<file path="config.mk">
export PLATFORM = sky130hd
export DESIGN_NAME = calc1_port_sched
export DESIGN_NICKNAME = d
export VERILOG_FILES = /design/src/rtl/calc1_pkg.sv /design/src/rtl/calc1_port_ctrl.sv /design/src/rtl/calc1_port_sched.sv
export SDC_FILE = /design/constraint.sdc
export NUM_CORES = 1
export LEC_CHECK = 0
export ABC_CLOCK_PERIOD_IN_PS = 2070
export BUFFER_PORTS_ARGS = -buffer_cell sky130_fd_sc_hd__buf_2
export CAP_MARGIN = 20
export CORE_MARGIN = 5
export CORE_UTILIZATION = 49
export DETAILED_ROUTE_END_ITERATION = 6
export GPL_TIMING_DRIVEN = 0
export PLACE_DENSITY = 0.81
export SKIP_LAST_GASP = 1
export SLEW_MARGIN = 10
export SYNTH_ARGS = -nofsm -noshare
export SYNTH_HDL_FRONTEND = slang
export SYNTH_SLANG_ARGS = --single-unit
</file>
<file path="constraint.sdc">
create_clock -name c_clk -period 2.07 [get_ports c_clk]
set_input_delay 0.207 -clock c_clk [delete_from_list [all_inputs] [get_ports c_clk]]
set_output_delay 0.207 -clock c_clk [all_outputs]
set_load 0.005 [all_outputs]
</file>
<file path="src/rtl/calc1_pkg.sv">
// calc1_pkg: shared constants, port-state enum and round-robin helper for the calc1 request scheduler.
package calc1_pkg;
   localparam int NPORTS = 4;
   localparam int DW = 32;
   localparam logic [3:0] CMD_NOP = 4'd0;
   localparam logic [3:0] CMD_ADD = 4'd1;
   localparam logic [3:0] CMD_SUB = 4'd2;
   localparam logic [3:0] CMD_SHL = 4'd5;
   localparam logic [3:0] CMD_SHR = 4'd6;
   localparam logic [1:0] RESP_NONE = 2'd0;
   localparam logic [1:0] RESP_OK = 2'd1;
   localparam logic [1:0] RESP_ERR = 2'd2;
   typedef enum logic [2:0] {IDLE, OP2, PEND, ERR, BUSY} port_state_e;
   function automatic logic is_valid_cmd(input logic [3:0] cmd);
      return cmd inside {CMD_ADD, CMD_SUB, CMD_SHL, CMD_SHR};
   endfunction
   // First pending port after 'last'; 'last' itself has the lowest priority.
   function automatic logic [1:0] rr_pick(input logic [NPORTS-1:0] pend, input logic [1:0] last);
      logic [1:0] idx;
      rr_pick = last;
      for (int k = NPORTS; k >= 1; k--) begin
         idx = last + 2'(k);
         if (pend[idx]) rr_pick = idx;
      end
   endfunction
endpackage

</file>
<file path="src/rtl/calc1_port_ctrl.sv">
// calc1_port_ctrl: one requester port: two-cycle command capture, local error answer, registered response.
module calc1_port_ctrl
   import calc1_pkg::*;
(
   input  logic          c_clk,
   input  logic          reset_n,
   input  logic [3:0]    i_cmd,
   input  logic [DW-1:0] i_data,
   input  logic          i_grant,
   input  logic          i_resp_valid,
   input  logic [1:0]    i_resp,
   input  logic [DW-1:0] i_resp_data,
   output logic          o_pend,
   output logic [3:0]    o_cmd,
   output logic [DW-1:0] o_op1,
   output logic [DW-1:0] o_op2,
   output logic [1:0]    o_resp,
   output logic [DW-1:0] o_data
);
   port_state_e r_state, w_next;
   logic [3:0] r_cmd;
   logic [DW-1:0] r_op1, r_op2, r_data;
   logic [1:0] r_resp;
   logic w_done;

   assign w_done = r_state == BUSY && i_resp_valid;

   always_comb begin
      w_next = r_state;
      case (r_state)
         IDLE: w_next = i_cmd != CMD_NOP ? OP2 : IDLE;
         OP2: w_next = is_valid_cmd(r_cmd) ? PEND : ERR;
         PEND: w_next = i_grant ? BUSY : PEND;
         ERR: w_next = IDLE;
         BUSY: w_next = i_resp_valid ? IDLE : BUSY;
         default: w_next = IDLE;
      endcase
   end

   always_ff @(posedge c_clk or negedge reset_n) begin
      if (!reset_n) begin
         r_state <= IDLE;
         r_cmd <= CMD_NOP;
         r_op1 <= '0;
         r_op2 <= '0;
         r_resp <= RESP_NONE;
         r_data <= '0;
      end else begin
         r_state <= w_next;
         if (r_state == IDLE && i_cmd != CMD_NOP) begin
            r_cmd <= i_cmd;
            r_op1 <= i_data;
         end
         if (r_state == OP2) r_op2 <= i_data;
         r_resp <= r_state == ERR ? RESP_ERR : w_done ? i_resp : RESP_NONE;
         r_data <= w_done ? i_resp_data : '0;
      end
   end

   assign o_pend = r_state == PEND;
   assign o_cmd = r_cmd;
   assign o_op1 = r_op1;
   assign o_op2 = r_op2;
   assign o_resp = r_resp;
   assign o_data = r_data;
endmodule

</file>
<file path="src/rtl/calc1_port_sched.sv">
// calc1_port_sched: four-port round-robin scheduler in front of the shared calc1 ALU,
// with tagged out-of-order result routing.
module calc1_port_sched
   import calc1_pkg::*;
(
   input  logic          c_clk,
   input  logic          reset_n,
   input  logic [3:0]    req1_cmd_in,
   input  logic [3:0]    req2_cmd_in,
   input  logic [3:0]    req3_cmd_in,
   input  logic [3:0]    req4_cmd_in,
   input  logic [DW-1:0] req1_data_in,
   input  logic [DW-1:0] req2_data_in,
   input  logic [DW-1:0] req3_data_in,
   input  logic [DW-1:0] req4_data_in,
   output logic [1:0]    out_resp1,
   output logic [1:0]    out_resp2,
   output logic [1:0]    out_resp3,
   output logic [1:0]    out_resp4,
   output logic [DW-1:0] out_data1,
   output logic [DW-1:0] out_data2,
   output logic [DW-1:0] out_data3,
   output logic [DW-1:0] out_data4,
   output logic          alu_req_valid,
   input  logic          alu_req_ready,
   output logic [3:0]    alu_cmd,
   output logic [DW-1:0] alu_op1,
   output logic [DW-1:0] alu_op2,
   output logic [1:0]    alu_tag,
   input  logic          alu_resp_valid,
   input  logic [1:0]    alu_resp,
   input  logic [DW-1:0] alu_resp_data,
   input  logic [1:0]    alu_resp_tag
);
   logic [3:0] w_req_cmd [NPORTS];
   logic [DW-1:0] w_req_data [NPORTS];
   logic [3:0] w_cmd [NPORTS];
   logic [DW-1:0] w_op1 [NPORTS];
   logic [DW-1:0] w_op2 [NPORTS];
   logic [1:0] w_resp [NPORTS];
   logic [DW-1:0] w_data [NPORTS];
   logic [NPORTS-1:0] w_pend;
   logic [1:0] w_win, r_last, r_hold_tag;
   logic r_hold, w_fire;

   assign w_req_cmd = '{req1_cmd_in, req2_cmd_in, req3_cmd_in, req4_cmd_in};
   assign w_req_data = '{req1_data_in, req2_data_in, req3_data_in, req4_data_in};

   // A stalled winner stays locked so late arrivals cannot change the presented request.
   assign w_win = r_hold ? r_hold_tag : rr_pick(w_pend, r_last);
   assign alu_req_valid = |w_pend;
   assign w_fire = alu_req_valid && alu_req_ready;
   assign alu_cmd = alu_req_valid ? w_cmd[w_win] : CMD_NOP;
   assign alu_op1 = alu_req_valid ? w_op1[w_win] : '0;
   assign alu_op2 = alu_req_valid ? w_op2[w_win] : '0;
   assign alu_tag = alu_req_valid ? w_win : 2'd0;

   always_ff @(posedge c_clk or negedge reset_n) begin
      if (!reset_n) begin
         r_last <= 2'd3;
         r_hold <= 1'b0;
         r_hold_tag <= 2'd0;
      end else begin
         r_hold <= alu_req_valid && !alu_req_ready;
         r_hold_tag <= w_win;
         if (w_fire) r_last <= w_win;
      end
   end

   for (genvar p = 0; p < NPORTS; p++) begin : g_port
      calc1_port_ctrl u_port (
         .c_clk       (c_clk),
         .reset_n     (reset_n),
         .i_cmd       (w_req_cmd[p]),
         .i_data      (w_req_data[p]),
         .i_grant     (w_fire && w_win == 2'(p)),
         .i_resp_valid(alu_resp_valid && alu_resp_tag == 2'(p)),
         .i_resp      (alu_resp),
         .i_resp_data (alu_resp_data),
         .o_pend      (w_pend[p]),
         .o_cmd       (w_cmd[p]),
         .o_op1       (w_op1[p]),
         .o_op2       (w_op2[p]),
         .o_resp      (w_resp[p]),
         .o_data      (w_data[p])
      );
   end

   assign out_resp1 = w_resp[0];
   assign out_resp2 = w_resp[1];
   assign out_resp3 = w_resp[2];
   assign out_resp4 = w_resp[3];
   assign out_data1 = w_data[0];
   assign out_data2 = w_data[1];
   assign out_data3 = w_data[2];
   assign out_data4 = w_data[3];
endmodule

</file>
# Yosys cells after proc, flatten, opt, wreduce, memory -nomap -nowiden
# Cells that the tools add are included.
# W data, S select, Z words.
op_classes:
  add_sub_neg: 3
  order_cmp: 4
  eq_ne: 38
  muxes: 55
  n_bitwise: 1
  reduce_logical: 34
op_table:
  columns: ["cell", "n"]
  rows:
  - ["$mux W32", 10]
  - ["$bmux W32 S2", 2]
  - ["$pmux W3 S4", 4]
  - ["$eq A4 B3 Y1 const B", 8]
  - ["$reduce_bool A4 Y1", 8]
  - ["$mux W2", 13]
  - ["$eq A3 B2 Y1 const B", 8]
  - ["$mux W3", 8]
  - ["$logic_and A1 B1 Y1", 18]
  - ["$eq A4 B1 Y1 const B", 4]
  - ["$eq A4 B2 Y1 const B", 4]
  - ["$eq A3 B1 Y1 const B", 4]
  - ["$eq A3 B3 Y1 const B", 4]
  - ["$logic_not A3 Y1", 4]
  - ["$mux W4", 3]
  - ["$mux W1", 11]
  - ["$lt A2 B3 Y1 const B", 3]
  - ["$bmux W4 S2", 1]
  - ["$eq A2 B2 Y1 const B", 4]
  - ["$bmux W1 S2", 3]
  - ["$add A2 B2 Y2 const B", 2]
  - ["$eq A2 B1 Y1 const B", 2]
  - ["$logic_not A2 Y1", 2]
  - ["$reduce_or A4 Y1", 1]
  - ["4 further kinds", 4]
word_totals:
  ff_bits: 425
  in_bits: 184
  out_inout_bits: 207
  wordCells: 162

# Longest topological paths before layout
# Gate-level depths: netlist of the first run.
logic_depth:
  word_depth: 12
  ltp_mapped: 10
  mapped_depth_nobuf: 7

# By module
# Synthesis of the first run repeated with hierarchy kept, for this count alone.
unflattened:
  cells_unflattened: 1204
  area_unflattened_um2: 17623.2
by_module_without_submodules:
  columns: ["module", "instances", "cells_each", "area_per_inst_um2", "seq_area_each_um2"]
  rows:
  - ["calc1_port_ctrl", 4, 230, 3789.9, 2627.5]
  - ["calc1_port_sched", 1, 284, 2463.6, 127.6]

# Worst setup path after synthesis of the first run
# Ideal clock, no wire load.
synth_timing:
  path_type: "register -> output"
  start: "register g_port[3].u_port.r_state[2]"
  end: "output alu_op1[22]"
  arrival_ns: 1.968
  required_ns: 1.863
  setup_slack_ns: -0.105
  stages_incl_launch_ff: 10
  path_buffers: 3
  path_cell_list: "dfrtp_1 or3b_1 o21ai_1 nand3_1 and3_1 buf_2 buf_6 buf_6 a221oi_1 nor2_1"
synth_between:
  elab_chain_cells: 12
  elab_cells_between_ends: 17
  classes_between: "eq/ne: 1; mux: 14; bitwise: 1; reduce/logical: 1"
synth_rtl:
  columns: ["item", "line_no", "text"]
  rows:
  - ["start: declaration", "calc1_port_ctrl.sv:20", "port_state_e r_state, w_next;"]
  - ["start signal: assignment", "calc1_port_ctrl.sv:49", "r_state <= w_next;"]
  - ["$eq A3 B2 Y1 (*)", "calc1_port_ctrl.sv:60", "assign o_pend = r_state == PEND;"]
  - ["$bmux W1 S2", "calc1_pkg.sv:23", "if (pend[idx]) rr_pick = idx;"]
  - ["$mux W1 (not written as such)", "calc1_pkg.sv:23", null]
  - ["$mux W2 (3 in series)", "calc1_pkg.sv:23", null]
  - ["$mux W2", "calc1_port_sched.sv:50", "assign w_win = r_hold ? r_hold_tag : rr_pick(w_pend, r_last);"]
  - ["$not A2 Y3 (not written as such)", "calc1_port_sched.sv:54", "assign alu_op1 = alu_req_valid ? w_op1[w_win] : '0;"]
  - ["$bmux W32 S2", "calc1_port_sched.sv:54", null]
  - ["$mux W32 (not written as such) (2 in series)", "calc1_port_sched.sv:54", null]
  - ["$mux W32 (*)", "calc1_port_sched.sv:54", null]
  - ["end: declaration", "calc1_port_sched.sv:27", "output logic [DW-1:0] alu_op1,"]
# Every way passes the cells marked *; elsewhere a longest branch is shown, timed or not. The select of a mux whose other input is x is not followed.

# Final worst setup path of the first run
layout_timing:
  start: "register g_port[2].u_port.r_state[0]"
  end: "output alu_op2[20]"
layout_between:
  elab_chain_cells: 12
  elab_cells_between_ends: 17
  classes_between: "eq/ne: 1; mux: 14; bitwise: 1; reduce/logical: 1"
layout_rtl:
  columns: ["item", "line_no", "text"]
  rows:
  - ["start: declaration", "calc1_port_ctrl.sv:20", null]
  - ["start signal: assignment", "calc1_port_ctrl.sv:49", null]
  - ["$eq A3 B2 Y1 (*)", "calc1_port_ctrl.sv:60", null]
  - ["$bmux W1 S2", "calc1_pkg.sv:23", null]
  - ["$mux W1 (not written as such)", "calc1_pkg.sv:23", null]
  - ["$mux W2 (3 in series)", "calc1_pkg.sv:23", null]
  - ["$mux W2", "calc1_port_sched.sv:50", null]
  - ["$not A2 Y3 (not written as such)", "calc1_port_sched.sv:55", "assign alu_op2 = alu_req_valid ? w_op2[w_win] : '0;"]
  - ["$bmux W32 S2", "calc1_port_sched.sv:55", null]
  - ["$mux W32 (not written as such) (2 in series)", "calc1_port_sched.sv:55", null]
  - ["$mux W32 (*)", "calc1_port_sched.sv:55", null]
  - ["end: declaration", "calc1_port_sched.sv:28", "output logic [DW-1:0] alu_op2,"]
# Marks and branches as above.

==> summary.txt, run 1 <==
Status -> finished with violations
Failing checks -> setup timing
I/O Buffers -> 390
Seq/Total Area, Yosys -> 61.54%
Synth Area in Adders -> 0%
Die Ht -> 197.8 um
Most common cell after layout, fill and taps aside -> dfrtp_1
Post-synth EDFFs -> 0
Pins Over Slew Limit -> 0
Root Buffer -> clkbuf_16
Overflow after GRT -> 0
Fill count -> 2,094
Mux cell area share after synthesis -> 17.78%
Setup crit end kind -> primary output
Setup TNS -> -81.41 ns
Synth Area in Compound Gates -> 9.468%
DRC -> 0
Largest family of logic cells by synthesized area -> multiplexers
Xor and xnor fraction of the mapped netlist area -> 0.2027%
Vias per Instance -> 5.917
Largest net degree at the start of global routing -> 103
Minimum clock period -> 3.189 ns
H-tree levels -> 2
Min Hold Slack -> 0.03575 ns
Post-Synthesis Cells -> 1,221
Final nets -> 2,069
Average wire per standard cell -> 26.66 um
Overall Global Routing Usage -> 31.12%
Initial antenna violation count -> 5
Die area -> 39,130 um2
Clock Skew -> 0.02238 ns
Simple-Gate Fraction of Synth Area -> 8.462%
Flops & latches, synth -> 425
Total CTS buffers -> 44
Final Util -> 72.20%
Cell internal pwr -> 0.03051 W
Cell variety after synth -> 45
Top FF cell, synth -> dfrtp_1
First-pass GRT wire length -> 93,090 um
Sequential share of power -> 26.6%
DRT Pass-1 Iters -> 5
Syn. warnings -> 0
Synth top area cells -> dfrtp_1 61%, mux2_2 18%, a221oi_1 4.9%, and2_1 4.8%, a221oi_2 3.5%
Bufs on Longest Clock Path -> 3
Final period util -> 154.1%
Total number of vias -> 14,070
Slew margin rel. -> 45.56%
Dpl hpwl -> 39,150 um
CP Launch Type -> flop
Layout cells sized above 1 -> 53.39%
Comb power frac -> 58.4%
Synthesis-to-layout area growth -> 44.99%
Core footprint -> 34,710 um2
Commonest non-fill, non-tap cells in the layout -> 413 x dfrtp_1, 394 x buf_2, 272 x mux2_2, 181 x dlygate4sd3_1, 132 x and2_1
DRT iter0 DRCs -> 970
Avg Cell Area, Syn -> 14.16 um2
P_leak -> 11.69 nW
Crit path kind -> reg -> out
Worst VDD drop -> 1418 uV
Slowest cell delay on critical path -> 0.42 ns
Critical Path AT -> 2.98 ns
Setup violators final -> 109
Final Wtd Congestion -> 0.8644
Area fraction of the dominant cell type after synthesis -> 61.24%
RSZ-0062 raised after global routing -> yes
Initial Utilization -> 49.79%
Antenna Nets Post-Route -> 0
Die width -> 197.8 um
Slew of the pin with the lowest slew margin -> 0.8166 ns
CTS sink cnt -> 425
DRT Wirelength -> 63,370 um
Crit-path max FO -> 6
Worst-path clk slew -> 0.06 ns
Power per cell area -> 2112 nW/um2
Slowest CP cell -> or3b_4
Max-cap viol count -> 0
Clk Latency, worst-skew pair -> 0.58 ns
Num rows -> 68
I/O pin count -> 391
CTS tree -> done
Largest area contributor in the netlist -> dfrtp_1
Final WS setup -> -1.119 ns
Final Hold Vio Count -> 0
Clock power frac -> 15.0%
Vias in the first global route -> 15,180
FFs w/ async S/R, synth -> 100.0%
Net switching power -> 0.02241 W
Sw Ratio -> 42.34%
Post-Syn Area -> 17,290 um2
Worst path cell trace -> or3b_4 > a22oi_2 > nor2_2 > o41ai_4 > buf_4 > buf_6 > buf_12 > clkbuf_16 > a221oi_2 > nor2_1 > buf_2
Critical Path RT -> 1.86 ns
Worst Hold Class -> in -> reg
FMAX -> 0.3135 GHz
Syn Nets -> 1,405
## path summary, 6_finish.rpt
kind,start,to,slack (ns),cells past startpoint
max,g_port[2].u_port.r_state[0]$_DFF_PN0_,alu_op2[20],-1.12,11
min,alu_resp_tag[1],g_port[0].u_port.r_state[2]$_DFF_PN0_,0.04,3
max reg2reg,g_port[0].u_port.r_state[0]$_DFF_PN0_,g_port[0].u_port.o_op2[17]$_DFFE_PN0P_,-0.39,3
min reg2reg,g_port[3].u_port.o_op2[5]$_DFFE_PN0P_,g_port[3].u_port.o_op2[5]$_DFFE_PN0P_,0.52,1
max in group asynchronous,reset_n,g_port[0].u_port.o_op1[28]$_DFFE_PN0P_,0.60,4
min in group asynchronous,reset_n,g_port[1].u_port.o_op2[5]$_DFFE_PN0N_,0.21,2
## power groups by stage
stage / Sequential, W / Combinational [W] / Clock (W)
2_1_floorplan: 0.0129 / 0.0141 / 0
3_3_place_gp: 0.0132 / 0.0219 / 0
3_5_place_dp: 0.0135 / 0.0224 / 0
4_1_cts: 0.0137 / 0.0283 / 0.00795
5_1_grt: 0.0143 / 0.0323 / 0.00833
6_report: 0.0141 / 0.0309 / 0.00794
## stage by stage
stage	instances	power, W	setup WS (ns)	instance area, um2
6_report	2377	0.05292	-1.119	25060
5_1_grt	2374	0.05494	-1.187	25050
4_1_cts	2364	0.04997	-1.061	24680
3_5_place_dp	2073	0.03591	-0.7016	20130
3_3_place_gp	2066	0.03516	-7.257	19950
2_1_floorplan	1221	0.02692	-0.05563	17430
## critical path: cells and delay by family (launching register included)
family | cells | cell delay [ns]
AND/OR/NAND/NOR | 3 | 0.66
AO/OA/AOI/OAI | 3 | 0.56
flip-flops | 1 | 0.40
buffers and inverters | 5 | 0.79
## registers in the layout, summed over array words and instances (netlist names), 2 cells and up
| signal | cells |
|---|---|
| g_port.u_port.o_cmd | 16 |
| g_port.u_port.o_data | 128 |
| g_port.u_port.o_op1 | 128 |
| g_port.u_port.o_op2 | 128 |
| g_port.u_port.o_resp | 8 |
| g_port.u_port.r_state | 12 |
| r_hold_tag | 2 |
| r_last | 2 |
## cell type report
type                            count  area (um2)  share of cell area, %
Multi-Input combinational cell    703        7186                  28.67
Buffer                             79       778.2                  3.105
Clock buffer                       60        1232                  4.918
Antenna cell                        6       15.01                0.05991
Sequential cell                   425       10650                  42.50
Clock inverter                     17       183.9                 0.7339
Timing Repair Buffer              623        4399                  17.55
Tap cell                          455       569.3                  2.272
Inverter                            9       47.55                 0.1897
## repair_timing
item / 4_1_cts / 5_1_grt
pin swaps: 29 / 16
endpoints found under the hold margin: 479 / 0
hold buffers: 181 / 0
setup endpoints to repair: 356 / 241
cloned: 5 / 3
buffers inserted: 31 / 6
resized for setup: 229 / 50
## logic make-up (layout without fill, tap and decap cells)
family | count (synthesis) | in the layout
compound gates | 163 | 163
xor+xnor | 4 | 4
buf+inv | 93 | 788
flops | 425 | 425
mux | 273 | 273
other cells | 0 | 6
simple gates | 263 | 263
## Yosys cell counts (2+ instances only)
| library cell | n |
|---|---|
| a21o_1 | 3 |
| a21oi_1 | 4 |
| a221oi_1 | 96 |
| a221oi_2 | 40 |
| a32o_1 | 4 |
| and2_1 | 132 |
| and3_1 | 3 |
| buf_1 | 2 |
| buf_2 | 39 |
| buf_6 | 5 |
| clkbuf_1 | 36 |
| dfrtp_1 | 423 |
| dfstp_2 | 2 |
| inv_1 | 8 |
| mux2_2 | 272 |
| nand2_1 | 9 |
| nand2b_1 | 5 |
| nand3_1 | 6 |
| nand4_1 | 2 |
| nor2_1 | 79 |
| nor2b_1 | 2 |
| nor3_1 | 3 |
| nor3b_1 | 6 |
| nor4_1 | 5 |
| nor4_2 | 4 |
| o21ai_0 | 7 |
| o22ai_1 | 2 |
| or3b_1 | 2 |
| xnor2_1 | 4 |
## layer usage
layer / GRT usage, % / part of all wire (%) / up-vias
met2: 54.22 / 51 / 883
li1: - / - / 5816
met5: 0 / 0.043 / -
met3: 6.040 / 8.0 / 246
met4: 15.02 / 4.9 / 4
met1: 37.16 / 36 / 7116
(Power assumes the default switching activity.)
==> run 2: changes to the inputs <==
ABC_AREA = 1   (was not set)
CORE_MARGIN = not set   (was 5)
TNS_END_PERCENT = 5   (was not set)
==> run 2 against run 1 <==
Effect of this change:
- the flow finishes with violations (DRC, hold timing, setup timing)
- design area increased by 0.38%
- clock skew decreased by 0.0045 ns
- worst setup slack lost 0.10 ns
- clock-buffer cell count increased by 3
- sequential share of layout area is 0.21 points lower
- via count is 30% higher
- area after synthesis grew 4.2%
- critical endpoint is now alu_op1[22]
- largest cell class unchanged
- highest routed layer unchanged
==> summary.txt, run 2 <==
Status -> finished with violations (unchanged)
Failing checks -> DRC, hold timing, setup timing (was setup timing)
Flops & latches, synth -> 425 (unchanged)
Dpl hpwl -> 48,300 um (was 39,150 um)
Die Ht -> 193.8 um (was 197.8 um)
Final Wtd Congestion -> 0.9707 (was 0.8644)
Post-synth EDFFs -> 0 (unchanged)
Post-Syn Area -> 18,020 um2 (was 17,290 um2)
First-pass GRT wire length -> 100,900 um (was 93,090 um)
Seq/Total Area, Yosys -> 59.04% (was 61.54%)
Num rows -> 69 (was 68)
Setup violators final -> 133 (was 109)
Final Hold Vio Count -> 2 (was 0)
Initial antenna violation count -> 2 (was 5)
Min-delay src -> req1_cmd_in[0] (was alu_resp_tag[1])
Hold Path Cell Cnt -> 3 (unchanged)
Average wire per standard cell -> 21.33 um (was 26.66 um)
Fill count -> 2,675 (was 2,094)
Worst path cell trace -> buf_6 > nor2_4 > nor2_4 > inv_2 > nand2_2 > nand2_2 > nand2_4 > nand3_4 > nand3_4 > buf_4 > clkbuf_2 > nand3_1 > nand2_2 > nand2_2 > o21ai_2 > buf_2 (was or3b_4 > a22oi_2 > nor2_2 > o41ai_4 > buf_4 > buf_6 > buf_12 > clkbuf_16 > a221oi_2 > nor2_1 > buf_2)
Top FF cell, synth -> dfrtp_1 (unchanged)
Synth top area cells -> dfrtp_1 59%, nand2_1 10%, o21ai_0 7.8%, inv_1 6.1%, nand3_1 4.2% (was dfrtp_1 61%, mux2_2 18%, a221oi_1 4.9%, and2_1 4.8%, a221oi_2 3.5%)
Crit-path max FO -> 10 (was 6)
Met3 usage -> 7.027% (was 6.040%)
Place WS -> -1.056 ns (was -0.7016 ns)
Slew of the pin with the lowest slew margin -> 0.8089 ns (was 0.8166 ns)
Crit-path most repeated cell -> nand2_2
CP Launch Type -> flop (unchanged)
CTS tree -> done (unchanged)
Bufs on Longest Clock Path -> 3 (unchanged)
Slowest CP cell -> dfstp_2 (was or3b_4)
Max-cap viol count -> 0 (unchanged)
Worst R2R Start -> r_last[0]$_DFFE_PN1P_ (was g_port[0].u_port.r_state[0]$_DFF_PN0_)
Die area -> 37,540 um2 (was 39,130 um2)
Placed insts -> 2,979 (was 2,073)
Syn Nets -> 2,308 (was 1,405)
Final nets -> 2,929 (was 2,069)
Total CTS buffers -> 44 (unchanged)
Min Hold Slack -> -0.009048 ns (was 0.03575 ns)
RSZ-0062 raised after global routing -> yes (unchanged)
Reg2Reg Depth -> 18 (was 3)
Total number of vias -> 18,250 (was 14,070)
GRT met1 Usage -> 43.34% (was 37.16%)
Vias per Instance -> 5.637 (was 5.917)
Slew margin rel. -> 46.07% (was 45.56%)
Vias in the first global route -> 17,820 (was 15,180)
Clock Skew -> 0.01793 ns (was 0.02238 ns)
Critical Path AT -> 3.09 ns (was 2.98 ns)
Post-Synthesis Cells -> 2,124 (was 1,221)
Syn. warnings -> 0 (unchanged)
Setup crit end kind -> primary output (unchanged)
Initial Utilization -> 50.17% (was 49.79%)
Root Buffer -> clkbuf_16 (unchanged)
End of the worst hold path -> g_port[0].u_port.o_cmd[0]$_DFFE_PN0P_ (was g_port[0].u_port.r_state[2]$_DFF_PN0_)
Crit path kind -> reg -> out (unchanged)
I/O pin count -> 391 (unchanged)
Area fraction of the dominant cell type after synthesis -> 58.75% (was 61.24%)
Final WS setup -> -1.223 ns (was -1.119 ns)
H-tree levels -> 2 (unchanged)
Antenna Nets Post-Route -> 0 (unchanged)
Worst-path clk slew -> 0.06 ns (about the same)
Overflow after GRT -> 0 (unchanged)
Core footprint -> 35,910 um2 (was 34,710 um2)
Pins Over Slew Limit -> 0 (unchanged)
Synth cell count leaders -> 483 x nand2_1, 423 x dfrtp_1, 292 x inv_1 (was 423 x dfrtp_1, 272 x mux2_2, 132 x and2_1)
Final period util -> 159.1% (was 154.1%)
Largest net degree at the start of global routing -> 119 (was 103)
Worst Hold Class -> in -> reg (unchanged)
DRT Wirelength -> 69,040 um (was 63,370 um)
CTS sink cnt -> 425 (unchanged)
Met2 layer usage reported by global route -> 58.34% (was 54.22%)
Cell variety after synth -> 28 (was 45)
DRC -> 3 (was 0)
Overall Global Routing Usage -> 35.63% (was 31.12%)
GRT busiest layer -> met2 (unchanged)
Most common cell after layout, fill and taps aside -> nand2_1 (was dfrtp_1)
Most frequent cell after synthesis -> nand2_1 (was dfrtp_1)
Layout cells sized above 1 -> 25.91% (was 53.39%)
DRT iter0 DRCs -> 2,013 (was 970)
Critical Path RT -> 1.86 ns (about the same)
Avg Cell Area, Syn -> 8.483 um2 (was 14.16 um2)
Commonest non-fill, non-tap cells in the layout -> 427 x nand2_1, 423 x dfrtp_1, 388 x buf_2, 292 x inv_1, 270 x o21ai_0 (was 413 x dfrtp_1, 394 x buf_2, 272 x mux2_2, 181 x dlygate4sd3_1, 132 x and2_1)
FFs w/ async S/R, synth -> 100.0% (unchanged)
Clk Latency, worst-skew pair -> 0.55 ns (was 0.58 ns)
Reg2Reg Capture Point -> g_port[0].u_port.r_state[1]$_DFF_PN0_ (was g_port[0].u_port.o_op2[17]$_DFFE_PN0P_)
DRT Pass-1 Iters -> 7 (was 5)
CP delay by family, top -> simple AND/OR/NAND/NOR gates (was buffers and inverters)
Largest area contributor in the netlist -> dfrtp_1 (unchanged)
Minimum clock period -> 3.293 ns (was 3.189 ns)
Worst Path Buf+Inv -> 5 (unchanged)
Flop2flop setup slack -> -0.38 ns (was -0.39 ns)
I/O Buffers -> 390 (unchanged)
Synthesis-to-layout area growth -> 39.63% (was 44.99%)
FMAX -> 0.3037 GHz (was 0.3135 GHz)
Finished Layout Cells -> 3,237 (was 2,377)
Slowest cell delay on critical path -> 0.55 ns (was 0.42 ns)
Die width -> 193.8 um (was 197.8 um)
run 2: changes by cell type after synthesis, sizes merged, moves of 69 or more:
cell    change
nand2     +475
mux2      -272
inv       +287
a21oi      +69
and2      -133
o21ai     +313
a221oi    -136
nor2      +110
nand3     +146
run 2: worst min-delay path: stages:
cell and delay [ns]:
buf_2 0.07, inv_1 0.06, o21ai_0 0.15
run 2: per-stage QoR:
step	setup TNS (ns)	area [um2]	hold WS, ns	util (%)
2_1_floorplan	-1.382	18190	-0.08859	-
3_3_place_gp	-3093.66	20720	0.3947	57.70
3_5_place_dp	-53.81	20840	0.1097	58.03
4_1_cts	-79.15	24390	0.0006586	67.90
5_1_grt	-101.58	25160	0.01099	70.04
6_report	-89.15	25160	-0.009048	70.05
run 2: timing repair:
item,4_1_cts,5_1_grt
setup buffers,14,8
endpoints found under the setup margin,111,151
pin swaps,26,50
hold buffers,152,0
gates cloned,7,2
hold endpoints to repair,543,0
resized for setup,91,189
run 2: logic make-up (layout without fill, tap and decap cells):
kind of cell           Yosys count  after routing  synth area share (%)
AO/OA/AOI/OAI                  402            402                 11.30
other                            0              1                     0
flip-flops                     425            425                 59.04
XOR/XNOR                         2              2               0.09724
buffers and inverters          424           1073                 9.340
AND/OR/NAND/NOR                871            873                 20.22
run 2: worst max-delay path by stage:
stage               slack [ns]                   from  depth (start not counted)                                   end
detailed placement       -1.06  r_last[0]$_DFFE_PN1P_                         15                           alu_op2[25]
finish                   -1.22  r_last[0]$_DFFE_PN1P_                         16                           alu_op1[22]
global route             -1.27  r_last[0]$_DFFE_PN1P_                         18                           alu_op2[21]
floorplan                -0.03  r_last[0]$_DFFE_PN1P_                         17                           alu_op1[12]
global placement         -7.23                reset_n                          1  g_port[0].u_port.o_data[4]$_DFF_PN0_
CTS                      -1.16  r_last[0]$_DFFE_PN1P_                         18                            alu_op1[1]
run 2: routing by layer:
layer / wire, um / vias up / share of wire, %
li1: - / 7909 / -
met1: 24280 / 8791 / 35
met4: 5378 / 2 / 7.8
met3: 7188 / 304 / 10
met2: 32180 / 1242 / 47
met5: 10 / - / 0.014
run 2: cell type report:
type                       count  area [um2]  area share (%)
inverter                     297        1122           4.461
clock buffer                  63        1284           5.103
multi-input combinational   1277        6610           26.27
antenna                        1       2.502        0.009947
tap                          461       576.8           2.293
clock inverter                13       180.2          0.7162
timing repair buffer         575        3961           15.75
buffer                       125       783.3           3.113
sequential                   425       10640           42.28
Power of run 2 is not shown: default switching activity piles up to over one toggle a cycle in this logic, so the estimate is an artifact.
